===== src/rtl/pipe_pkg.sv =====
// pipe_pkg: shared types and constants for the pipeline sequencing logic
package pipe_pkg;
  localparam int REG_W = 5;
  localparam logic [REG_W-1:0] REG_ZERO = '0;
  typedef enum logic [1:0] {IDLE, MD_BUSY, MD_DONE} md_state_e;
endpackage


===== src/rtl/hazard_ctrl_if.sv =====
// hazard_ctrl_if: hazard inputs and pipeline control outputs of the sequencing controller
interface hazard_ctrl_if #(parameter int CNT_W = 32);
  import pipe_pkg::*;
  logic             idex_memread_i;
  logic [REG_W-1:0] idex_rt_i;
  logic [REG_W-1:0] ifid_rs_i;
  logic [REG_W-1:0] ifid_rt_i;
  logic             idex_md_i;
  logic             branch_taken_i;
  logic             imem_stall_i;
  logic             dmem_stall_i;
  logic             pc_write_o;
  logic             ifid_write_o;
  logic             ifid_flush_o;
  logic             idex_flush_o;
  logic             pipe_freeze_o;
  logic             md_start_o;
  logic             md_busy_o;
  logic [CNT_W-1:0] stall_cnt_o;
  modport master (
    output idex_memread_i, idex_rt_i, ifid_rs_i, ifid_rt_i, idex_md_i,
           branch_taken_i, imem_stall_i, dmem_stall_i,
    input  pc_write_o, ifid_write_o, ifid_flush_o, idex_flush_o,
           pipe_freeze_o, md_start_o, md_busy_o, stall_cnt_o
  );
  modport slave (
    input  idex_memread_i, idex_rt_i, ifid_rs_i, ifid_rt_i, idex_md_i,
           branch_taken_i, imem_stall_i, dmem_stall_i,
    output pc_write_o, ifid_write_o, ifid_flush_o, idex_flush_o,
           pipe_freeze_o, md_start_o, md_busy_o, stall_cnt_o
  );
endinterface


===== src/rtl/sat_counter.sv =====
// sat_counter: enabled up-counter with synchronous active-low clear, holds at all-ones
module sat_counter #(parameter int W = 32) (
  input  logic         clk_i,
  input  logic         rst_i,
  input  logic         en_i,
  output logic [W-1:0] cnt_o
);
  logic [W-1:0] cnt_q, cnt_d;
  always_comb cnt_d = (en_i && cnt_q != '1) ? cnt_q + W'(1) : cnt_q;
  always_ff @(posedge clk_i) cnt_q <= !rst_i ? '0 : cnt_d;
  assign cnt_o = cnt_q;
endmodule


===== src/rtl/hazard_ctrl.sv =====
// hazard_ctrl: 5-stage pipeline stall/flush/freeze sequencing with fixed-latency MUL/DIV tracking
module hazard_ctrl import pipe_pkg::*; #(
  parameter int MD_LATENCY = 4,
  parameter int CNT_W      = 32
) (
  input logic          clk_i,
  input logic          rst_i,
  hazard_ctrl_if.slave hz
);
  md_state_e  state_q, state_d;
  logic [3:0] cnt_q, cnt_d;
  logic       load_use, md_start, freeze;
  logic [3:0] ctl;
  assign load_use = hz.idex_memread_i && hz.idex_rt_i != REG_ZERO &&
                    (hz.idex_rt_i == hz.ifid_rs_i || hz.idex_rt_i == hz.ifid_rt_i);
  assign md_start = rst_i && state_q == IDLE && hz.idex_md_i && !hz.dmem_stall_i;
  assign freeze   = rst_i && (hz.dmem_stall_i || state_q == MD_BUSY || md_start);
  // {pc_write, ifid_write, ifid_flush, idex_flush}, highest priority first
  always_comb
    ctl = !rst_i             ? 4'b0011 :
          freeze             ? 4'b0000 :
          load_use           ? 4'b0001 :
          hz.branch_taken_i  ? 4'b1110 :
          hz.imem_stall_i    ? 4'b0110 : 4'b1100;
  assign {hz.pc_write_o, hz.ifid_write_o, hz.ifid_flush_o, hz.idex_flush_o} = ctl;
  assign hz.pipe_freeze_o = freeze;
  assign hz.md_start_o    = md_start;
  assign hz.md_busy_o     = md_start || (rst_i && state_q == MD_BUSY);
  always_ff @(posedge clk_i) begin
    if (!rst_i) begin
      state_q <= IDLE;
      cnt_q   <= '0;
    end else begin
      state_q <= state_d;
      cnt_q   <= cnt_d;
    end
  end
  // MD_DONE never restarts, so the finishing instruction cannot retrigger itself
  always_comb begin
    state_d = state_q;
    cnt_d   = cnt_q;
    case (state_q)
      IDLE: if (md_start) begin
        state_d = MD_BUSY;
        cnt_d   = 4'(MD_LATENCY - 1);
      end
      MD_BUSY: if (cnt_q == 4'd1) state_d = MD_DONE;
               else cnt_d = cnt_q - 4'd1;
      MD_DONE: state_d = hz.dmem_stall_i ? MD_DONE : IDLE;
      default: state_d = IDLE;
    endcase
  end
  sat_counter #(.W(CNT_W)) u_stall_cnt (
    .clk_i (clk_i),
    .rst_i (rst_i),
    .en_i  (!hz.pc_write_o),
    .cnt_o (hz.stall_cnt_o)
  );
endmodule


===== src/flat_wrapper.sv =====
// flat-port wrapper written by rule: the top's interface ports become plain ports
module hazard_ctrl_flat import pipe_pkg::*;
#(
  parameter int MD_LATENCY = 4,
  parameter int CNT_W      = 32
)
  (clk_i, rst_i, hz_idex_memread_i, hz_idex_rt_i, hz_ifid_rs_i, hz_ifid_rt_i, hz_idex_md_i, hz_branch_taken_i, hz_imem_stall_i, hz_dmem_stall_i, hz_pc_write_o, hz_ifid_write_o, hz_ifid_flush_o, hz_idex_flush_o, hz_pipe_freeze_o, hz_md_start_o, hz_md_busy_o, hz_stall_cnt_o);
  hazard_ctrl_if #(.CNT_W(CNT_W)) hz_i ();
  input logic clk_i;
  input logic rst_i;
  input wire logic [$bits(hz_i.idex_memread_i)-1:0] hz_idex_memread_i;
  input wire logic [$bits(hz_i.idex_rt_i)-1:0] hz_idex_rt_i;
  input wire logic [$bits(hz_i.ifid_rs_i)-1:0] hz_ifid_rs_i;
  input wire logic [$bits(hz_i.ifid_rt_i)-1:0] hz_ifid_rt_i;
  input wire logic [$bits(hz_i.idex_md_i)-1:0] hz_idex_md_i;
  input wire logic [$bits(hz_i.branch_taken_i)-1:0] hz_branch_taken_i;
  input wire logic [$bits(hz_i.imem_stall_i)-1:0] hz_imem_stall_i;
  input wire logic [$bits(hz_i.dmem_stall_i)-1:0] hz_dmem_stall_i;
  output wire logic [$bits(hz_i.pc_write_o)-1:0] hz_pc_write_o;
  output wire logic [$bits(hz_i.ifid_write_o)-1:0] hz_ifid_write_o;
  output wire logic [$bits(hz_i.ifid_flush_o)-1:0] hz_ifid_flush_o;
  output wire logic [$bits(hz_i.idex_flush_o)-1:0] hz_idex_flush_o;
  output wire logic [$bits(hz_i.pipe_freeze_o)-1:0] hz_pipe_freeze_o;
  output wire logic [$bits(hz_i.md_start_o)-1:0] hz_md_start_o;
  output wire logic [$bits(hz_i.md_busy_o)-1:0] hz_md_busy_o;
  output wire logic [$bits(hz_i.stall_cnt_o)-1:0] hz_stall_cnt_o;
  assign hz_i.idex_memread_i = hz_idex_memread_i;
  assign hz_i.idex_rt_i = hz_idex_rt_i;
  assign hz_i.ifid_rs_i = hz_ifid_rs_i;
  assign hz_i.ifid_rt_i = hz_ifid_rt_i;
  assign hz_i.idex_md_i = hz_idex_md_i;
  assign hz_i.branch_taken_i = hz_branch_taken_i;
  assign hz_i.imem_stall_i = hz_imem_stall_i;
  assign hz_i.dmem_stall_i = hz_dmem_stall_i;
  assign hz_pc_write_o = hz_i.pc_write_o;
  assign hz_ifid_write_o = hz_i.ifid_write_o;
  assign hz_ifid_flush_o = hz_i.ifid_flush_o;
  assign hz_idex_flush_o = hz_i.idex_flush_o;
  assign hz_pipe_freeze_o = hz_i.pipe_freeze_o;
  assign hz_md_start_o = hz_i.md_start_o;
  assign hz_md_busy_o = hz_i.md_busy_o;
  assign hz_stall_cnt_o = hz_i.stall_cnt_o;
  hazard_ctrl #(.MD_LATENCY(MD_LATENCY), .CNT_W(CNT_W)) u_core (.clk_i(clk_i), .rst_i(rst_i), .hz(hz_i));
endmodule

===== config.mk =====
export PLATFORM = sky130hd
export DESIGN_NAME = hazard_ctrl_flat
export DESIGN_NICKNAME = d
export VERILOG_FILES = /design/src/rtl/pipe_pkg.sv /design/src/rtl/hazard_ctrl_if.sv /design/src/rtl/sat_counter.sv /design/src/rtl/hazard_ctrl.sv /design/src/flat_wrapper.sv
export SDC_FILE = /design/constraint.sdc
export NUM_CORES = 1
export LEC_CHECK = 0
export BUFFER_PORTS_ARGS = -buffer_cell sky130_fd_sc_hd__buf_2
export CORE_MARGIN = 2
export CORE_UTILIZATION = 49
export CTS_BUF_LIST = sky130_fd_sc_hd__clkbuf_4
export CTS_CLUSTER_DIAMETER = 200
export CTS_CLUSTER_SIZE = 10
export DETAILED_ROUTE_END_ITERATION = 10
export PLACE_DENSITY = 0.78
export SYNTH_ARGS = -nofsm -noshare
export SYNTH_HDL_FRONTEND = slang
export SYNTH_HIERARCHICAL = 1
export SYNTH_SLANG_ARGS = --single-unit

===== constraint.sdc =====
create_clock -name clk_i -period 3.15 [get_ports clk_i]
set_clock_uncertainty 0.15 [all_clocks]
set_input_delay 0.4725 -clock clk_i [delete_from_list [all_inputs] [get_ports clk_i]]
set_output_delay 0.4725 -clock clk_i [all_outputs]
set_load 0.05 [all_outputs]

==> qor.csv, run 1 <==
stage,metric,value,unit
finish,Nets,353,
min_path,worst hold path class,flop to flop,
sta,fin crit share,0.862,
finish,total inserted antenna cells,0,
detailed_routing,Via-to-Cell Ratio,6.01,
clocking,number of clock sinks seen by CTS,38,
sta,"Setup violations, final",0,
floorplanning,number of top-level pins,61,
clocking,CTS max path bufs,2,
global_routing,wire length of the first global-routing pass,9060,um
yosys,share of flip-flops with an asynchronous set or reset,0,
placed_design,number of I/O port buffers,60,
yosys,warnings from Yosys,6,
worst_setup_path,critical path launch point type,flop,
clocking,root buffer cell,clkbuf_4,
sta,Hold Fails Final Rpt,0,
floorplanning,area inside the core boundary,0.00438,sq mm
detailed_routing,final wirelength,5500,um
detailed_routing,remaining routing DRC violations,0,
worst_setup_path,capturing element type of the critical path,flop,
clocking,post_cts resized,0,
finish,summed area of non-filler cells in the final layout,0.00268,sq mm
detailed_routing,detail-routed net length per standard cell,14.4,um
finish,fraction of layout cells with a size suffix above 1,0.267,
power_and_ir_drop,power density relative to cell area,336,mW/mm^2
sta,headroom to the max-slew limit,0.561,
detailed_routing,via count of the routed design,2291,
clocking,cts bufs inserted,5,
sta,slew at the pin closest to its max-slew limit,652,ps
detailed_routing,number of DRC markers after the initial detailed-route iteration,141,
sta,final hold slack,336,ps
worst_setup_path,critical register-to-register path startpoint,u_core/state_q[1],
detailed_routing,DRT Pass-1 Iters,4,
job,count of max-cap constraint violations,0,
clocking,number of hold buffers added after CTS,0,
yosys,nets in the synthesized netlist,289,
global_routing,remaining global-route overflow,0,
worst_setup_path,CP Launch Point,u_core/state_q[1],
worst_setup_path,reg-to-reg endpoint,u_core/u_stall_cnt/cnt_o[31],
worst_setup_path,critical path class,flop to flop,
floorplanning,horizontal extent of the die,71.6,um
yosys,number of synthesized flops with an enable pin,0,
power_and_ir_drop,Worst VDD drop,196,uV
clocking,depth of the CTS H-tree,2,
status,outcome,finished clean,
worst_setup_path,critical path capture point,u_core/u_stall_cnt/cnt_o[31],
clocking,worst-skew pair later-pin latency,350,ps
worst_setup_path,slack of the worst reg-to-reg path,430,ps
global_routing,Total Routing Usage GR,0.218,
finish,synthesis-to-finish area growth,19.9,%
yosys,ys flop type,dfxtp_1,
floorplanning,Site Rows,24,
yosys,portion of the post-synthesis area used by sequential elements,0.340,
global_routing,antenna violations before repair,0,
worst_setup_path,data arrival time of the worst path,2850,ps
floorplanning,overall die area,0.00512,sq mm
placed_design,final estimated routing congestion in global placement,0.810,
yosys,cell count after synthesis,264,
global_routing,maximum number of pins on one net before global-route repair,28,
sta,setup repair after global routing missed its margin,no,
placed_design,DP HPWL,4100,um
sta,time the worst path needs with I/O delays and setup,2720,ps
sta,top achievable clock speed,368,MHz
clocking,TritonCTS clock tree,yes,
clocking,number of setup buffers added after CTS,0,
floorplanning,starting density of the core,0.510,
clocking,clock transition time at the flip-flop clock pins of the worst setup and hold paths,110,ps
finish,final core utilization,0.612,
placed_design,area of placed instances,0.00263,sq mm
worst_setup_path,WP data required,3280,ps
yosys,Post-Synthesis Mean Instance Area,8.47,sq um
global_routing,via count of the first global-routing pass,1961,
worst_setup_path,maximum fanout along the worst path,4,
worst_setup_path,cells on worst reg2reg path,8,
sta,final-report max-slew violation count,0,
sta,Fin Setup TNS,0,ps
detailed_routing,antenna-violating nets left,0,
power_and_ir_drop,standby leakage power,1.05,nW
yosys,number of distinct library cells after synthesis,51,
floorplanning,chip height,71.6,um
yosys,synthesis-stage register bit count,38,
yosys,post-synth design cell area,0.00224,sq mm
==> worst min-delay path by stage <==
| stage | start | endpoint | slack [ps] | cells after the start |
|---|---|---|---|---|
| 3_3_place_gp | u_core/u_stall_cnt/cnt_o[27] | u_core/u_stall_cnt/cnt_o[27] | 310 | 2 |
| 6_report | u_core/u_stall_cnt/cnt_o[27] | u_core/u_stall_cnt/cnt_o[27] | 340 | 2 |
| 4_1_cts | u_core/u_stall_cnt/cnt_o[27] | u_core/u_stall_cnt/cnt_o[27] | 340 | 2 |
| 5_1_grt | rst_i | u_core/state_q[1] | 380 | 4 |
| 2_1_floorplan | u_core/cnt_q[3] | u_core/cnt_q[3] | 370 | 2 |
| 3_5_place_dp | u_core/u_stall_cnt/cnt_o[27] | u_core/u_stall_cnt/cnt_o[27] | 320 | 2 |
==> state kept, by name (all words and copies together), names as in the netlist <==
signal                    cells
u_core/u_stall_cnt/cnt_o     32
u_core/cnt_q                  4
u_core/state_q                2
==> cell usage after synthesis (all sizes together), types with 2 or more instances <==
master / instances / area (sq um)
nand2: 21 / 78.8
nor3: 6 / 30.0
buf: 3 / 17.5
a21o: 2 / 15.0
clkbuf: 10 / 37.5
o21a: 2 / 15.0
o41ai: 4 / 42.6
and4: 6 / 52.6
a21oi: 15 / 75.1
dfxtp: 38 / 761
nand2b: 10 / 62.6
ha: 3 / 37.5
o211ai: 2 / 15.0
xor2: 3 / 26.3
xnor2: 14 / 123
o311ai: 2 / 17.5
mux2i: 7 / 70.1
or3: 6 / 42.5
and3: 3 / 18.8
a31oi: 2 / 12.5
nand3: 19 / 105
a2111oi: 2 / 17.5
a211oi: 2 / 20.0
nor2: 12 / 45.0
nor4: 7 / 58.8
o21ai: 5 / 25.0
inv: 8 / 30.0
o31ai: 11 / 82.6
nand4: 9 / 56.3
or4: 14 / 113
and2: 3 / 18.8
==> worst max-delay path, stage by stage, from the launching register on <==
cell	delay (ps)
dfxtp_1	370
o21ba_2	250
a2111oi_0	80
a21bo_2	240
nand4_1	120
or4_4	520
or3_1	390
or4_1	400
a21oi_1	140
==> where the power goes <==
group | internal (W) | switching (W)
clock network | 0.0000925 | 0.000158
logic | 0.0000541 | 0.0000939
registers | 0.000490 | 0.0000124
total | 0.000637 | 0.000265
==> layer usage <==
metal | track usage | up-vias | wire [um]
met3 | 0.0520 | 7 | 356
met4 | 0.0587 | 0 | 55
met5 | 0 | - | 0
met2 | 0.364 | 69 | 2490
met1 | 0.283 | 1076 | 2600
li1 | - | 1139 | -
==> cell families (layout without fill, tap and decap cells) <==
kind of cell / Yosys count / count (layout) / share of synthesized area
AOI/OAI and AO/OA: 59 / 59 / 0.192
xor gates and xnor gates: 17 / 17 / 0.0666
adders and majority gates: 3 / 3 / 0.0168
buffers and inverters: 21 / 86 / 0.0380
DFF: 38 / 38 / 0.340
muxes: 7 / 7 / 0.0313
and+or+nand+nor: 119 / 119 / 0.315
==> stage by stage <==
stage	std cells	total power (W)	setup slack [ps]
floorplan	264	0.000613	142
global placement	373	0.000658	170
detailed placement	373	0.000662	93.7
CTS	381	0.000919	438
global route	381	0.000947	275
finish	381	0.000902	434
==> cell type report <==
type | instances | area [sq um]
fill | 409 | 1700
multi-input combinational | 205 | 1400
sequential | 38 | 761
timing repair buffer | 70 | 375
tap | 52 | 65.1
clock buffer | 6 | 45.0
inverter | 8 | 30.0
clock inverter | 2 | 8.76
==> layout by cell type, fill, tap and decap left out, drive strengths merged, types with 3 or more instances in the layout <==
| cell type | count |
|---|---|
| o31ai | 11 |
| dfxtp | 38 |
| a21oi | 15 |
| and4 | 6 |
| xnor2 | 14 |
| nor2 | 12 |
| nand3 | 19 |
| nor3 | 6 |
| nor4 | 7 |
| xor2 | 3 |
| nand4 | 9 |
| nand2 | 21 |
| inv | 8 |
| and2 | 3 |
| nand2b | 10 |
| o41ai | 4 |
| clkbuf | 6 |
| or3 | 6 |
| and3 | 3 |
| or4 | 14 |
| buf | 70 |
| mux2i | 7 |
| ha | 3 |
| o21ai | 5 |
Power figures use the tool's default switching activity.
==> run 2: changes to the inputs <==
- CORE_UTILIZATION: 49 -> 54
- PLACE_DENSITY: 0.78 -> 0.82
- clock period: 3.15 -> 3 ns (I/O delays scaled with it)
==> qor.csv, run 2 (same netlist as run 1, synthesis figures left out) <==
stage,metric,value,unit,change
status,outcome,finished clean,,
global_routing,antenna violations before repair,0,,unchanged
clocking,clock transition time at the flip-flop clock pins of the worst setup and hold paths,100,ps,about the same
detailed_routing,DRT Pass-1 Iters,4,,unchanged
min_path,hold path depth,2,,unchanged
global_routing,wire length of the first global-routing pass,8890,um,-1.8%
detailed_routing,detail-routed net length per standard cell,14.3,um,-0.92%
job,count of max-cap constraint violations,0,,unchanged
sta,time the worst path needs with I/O delays and setup,2720,ps,+5.23 ps
worst_setup_path,reg-to-reg endpoint,u_core/u_stall_cnt/cnt_o[31],,
finish,synthesis-to-finish area growth,20.1,%,
finish,number of flip-flops under the largest register name,32,,unchanged
min_path,Hold Startpoint,u_core/u_stall_cnt/cnt_o[27],,
worst_setup_path,capturing element type of the critical path,flop,,
sta,top achievable clock speed,367,MHz,-0.19%
global_routing,via count of the first global-routing pass,2084,,+6.3%
detailed_routing,final wirelength,5420,um,-1.4%
worst_setup_path,maximum fanout along the worst path,4,,unchanged
worst_setup_path,critical path class,flop to flop,,
global_routing,maximum number of pins on one net before global-route repair,28,,unchanged
sta,setup repair after global routing missed its margin,no,,
worst_setup_path,cells on worst reg2reg path,8,,unchanged
detailed_routing,number of DRC markers after the initial detailed-route iteration,141,,unchanged
floorplanning,number of top-level pins,61,,unchanged
sta,slew at the pin closest to its max-slew limit,745,ps,+93.5 ps
power_and_ir_drop,power density relative to cell area,352,mW/mm^2,+4.8%
clocking,CTS max path bufs,2,,unchanged
floorplanning,starting density of the core,0.559,,+0.0490
min_path,worst hold path class,flop to flop,,
clocking,root buffer cell,clkbuf_4,,
floorplanning,horizontal extent of the die,68.4,um,-4.5%
finish,summed area of non-filler cells in the final layout,0.00269,sq mm,+0.14%
clocking,TritonCTS clock tree,yes,,
worst_setup_path,slack of the worst reg-to-reg path,280,ps,-160 ps
global_routing,Total Routing Usage GR,0.249,,+0.0313
sta,final-report max-slew violation count,0,,unchanged
clocking,depth of the CTS H-tree,2,,unchanged
floorplanning,area inside the core boundary,0.00400,sq mm,-8.8%
sta,headroom to the max-slew limit,0.503,,-0.0581
placed_design,area of placed instances,0.00263,sq mm,+0.19%
worst_setup_path,WP data required,3110,ps,-170 ps
clocking,number of setup buffers added after CTS,0,,unchanged
detailed_routing,remaining routing DRC violations,0,,unchanged
detailed_routing,Via-to-Cell Ratio,6.00,,-0.22%
finish,total inserted antenna cells,0,,unchanged
placed_design,final estimated routing congestion in global placement,0.815,,+0.62%
clocking,number of clock sinks seen by CTS,38,,unchanged
clocking,post_cts resized,0,,unchanged
worst_setup_path,data arrival time of the worst path,2830,ps,-20 ps
placed_design,number of I/O port buffers,60,,unchanged
power_and_ir_drop,Worst VDD drop,266,uV,+36%
global_routing,remaining global-route overflow,0,,unchanged
finish,Nets,354,,+0.28%
detailed_routing,via count of the routed design,2274,,-0.74%
clocking,cts bufs inserted,5,,unchanged
finish,fraction of layout cells with a size suffix above 1,0.271,,+0.00304
floorplanning,Site Rows,23,,-4.2%
floorplanning,overall die area,0.00467,sq mm,-8.8%
placed_design,Worst Setup Slack post-DPL,-31.1,ps,-125 ps
sta,fin crit share,0.907,,+0.0449
clocking,number of hold buffers added after CTS,0,,unchanged
worst_setup_path,critical path launch point type,flop,,
finish,"commonest cells after routing, fill and taps aside","buf_2, dfxtp_1, nand2_1",,
sta,"Setup violations, final",0,,unchanged
clocking,worst-skew pair later-pin latency,340,ps,about the same
power_and_ir_drop,standby leakage power,1.06,nW,+0.37%
detailed_routing,antenna-violating nets left,0,,unchanged
sta,Fin Setup TNS,0,ps,unchanged
min_path,hold-critical path endpoint,u_core/u_stall_cnt/cnt_o[27],,
finish,"most common cell after layout, fill and taps aside",buf_2,,
worst_setup_path,critical register-to-register path startpoint,u_core/state_q[1],,
floorplanning,chip height,68.4,um,-4.5%
placed_design,DP HPWL,4100,um,about the same
sta,Hold Fails Final Rpt,0,,unchanged
sta,least setup slack across all paths after layout,279,ps,-155 ps
[run 2: how the worst max path moves through the flow]
stage / start / end / cells after the start
3_5_place_dp: hz_idex_rt_i[3] / u_core/u_stall_cnt/cnt_o[31] / 10
2_1_floorplan: hz_idex_rt_i[4] / u_core/u_stall_cnt/cnt_o[31] / 9
5_1_grt: u_core/state_q[1] / u_core/u_stall_cnt/cnt_o[31] / 8
6_report: u_core/state_q[1] / u_core/u_stall_cnt/cnt_o[31] / 8
4_1_cts: u_core/state_q[1] / u_core/u_stall_cnt/cnt_o[31] / 8
3_3_place_gp: hz_idex_rt_i[2] / u_core/u_stall_cnt/cnt_o[31] / 10
[run 2: per-stage QoR]
step           hold slack (ps)  std cells   util  power (W)
6_report                   339        379  0.672   0.000947
5_1_grt                    362        379  0.672   0.000993
4_1_cts                    344        379  0.672   0.000956
3_5_place_dp               329        372  0.658   0.000695
3_3_place_gp               310        372  0.658   0.000690
2_1_floorplan              373        264      -   0.000644
[run 2: worst max-delay path, stage by stage (launching register included)]
cell	delay, ps
dfxtp_1	360
o21ba_2	250
a2111oi_0	80
a21bo_2	240
nand4_1	140
or4_4	500
or3_1	390
or4_1	400
a21oi_1	150
[run 2: final cells by class]
type / count / area [sq um]
tap: 50 / 62.6
timing repair buffer: 71 / 383
fill: 348 / 1310
clock buffer: 7 / 52.6
multi-input combinational: 205 / 1400
inverter: 8 / 30.0
sequential: 38 / 761
[run 2: report_power, final]
group	switching (W)	internal, W	total [W]
Sequential	0.0000120	0.000515	0.000527
Combinational	0.0000994	0.0000562	0.000156
Clock	0.000158	0.000107	0.000264
[run 2: layer usage]
layer	wire length [um]	vias to the layer above	global-route usage	part of all wire
met5	0	-	0	0
met4	62	0	0.0675	0.011
met3	445	9	0.0559	0.082
met2	2560	92	0.432	0.47
met1	2350	1033	0.310	0.43
li1	-	1140	-	-
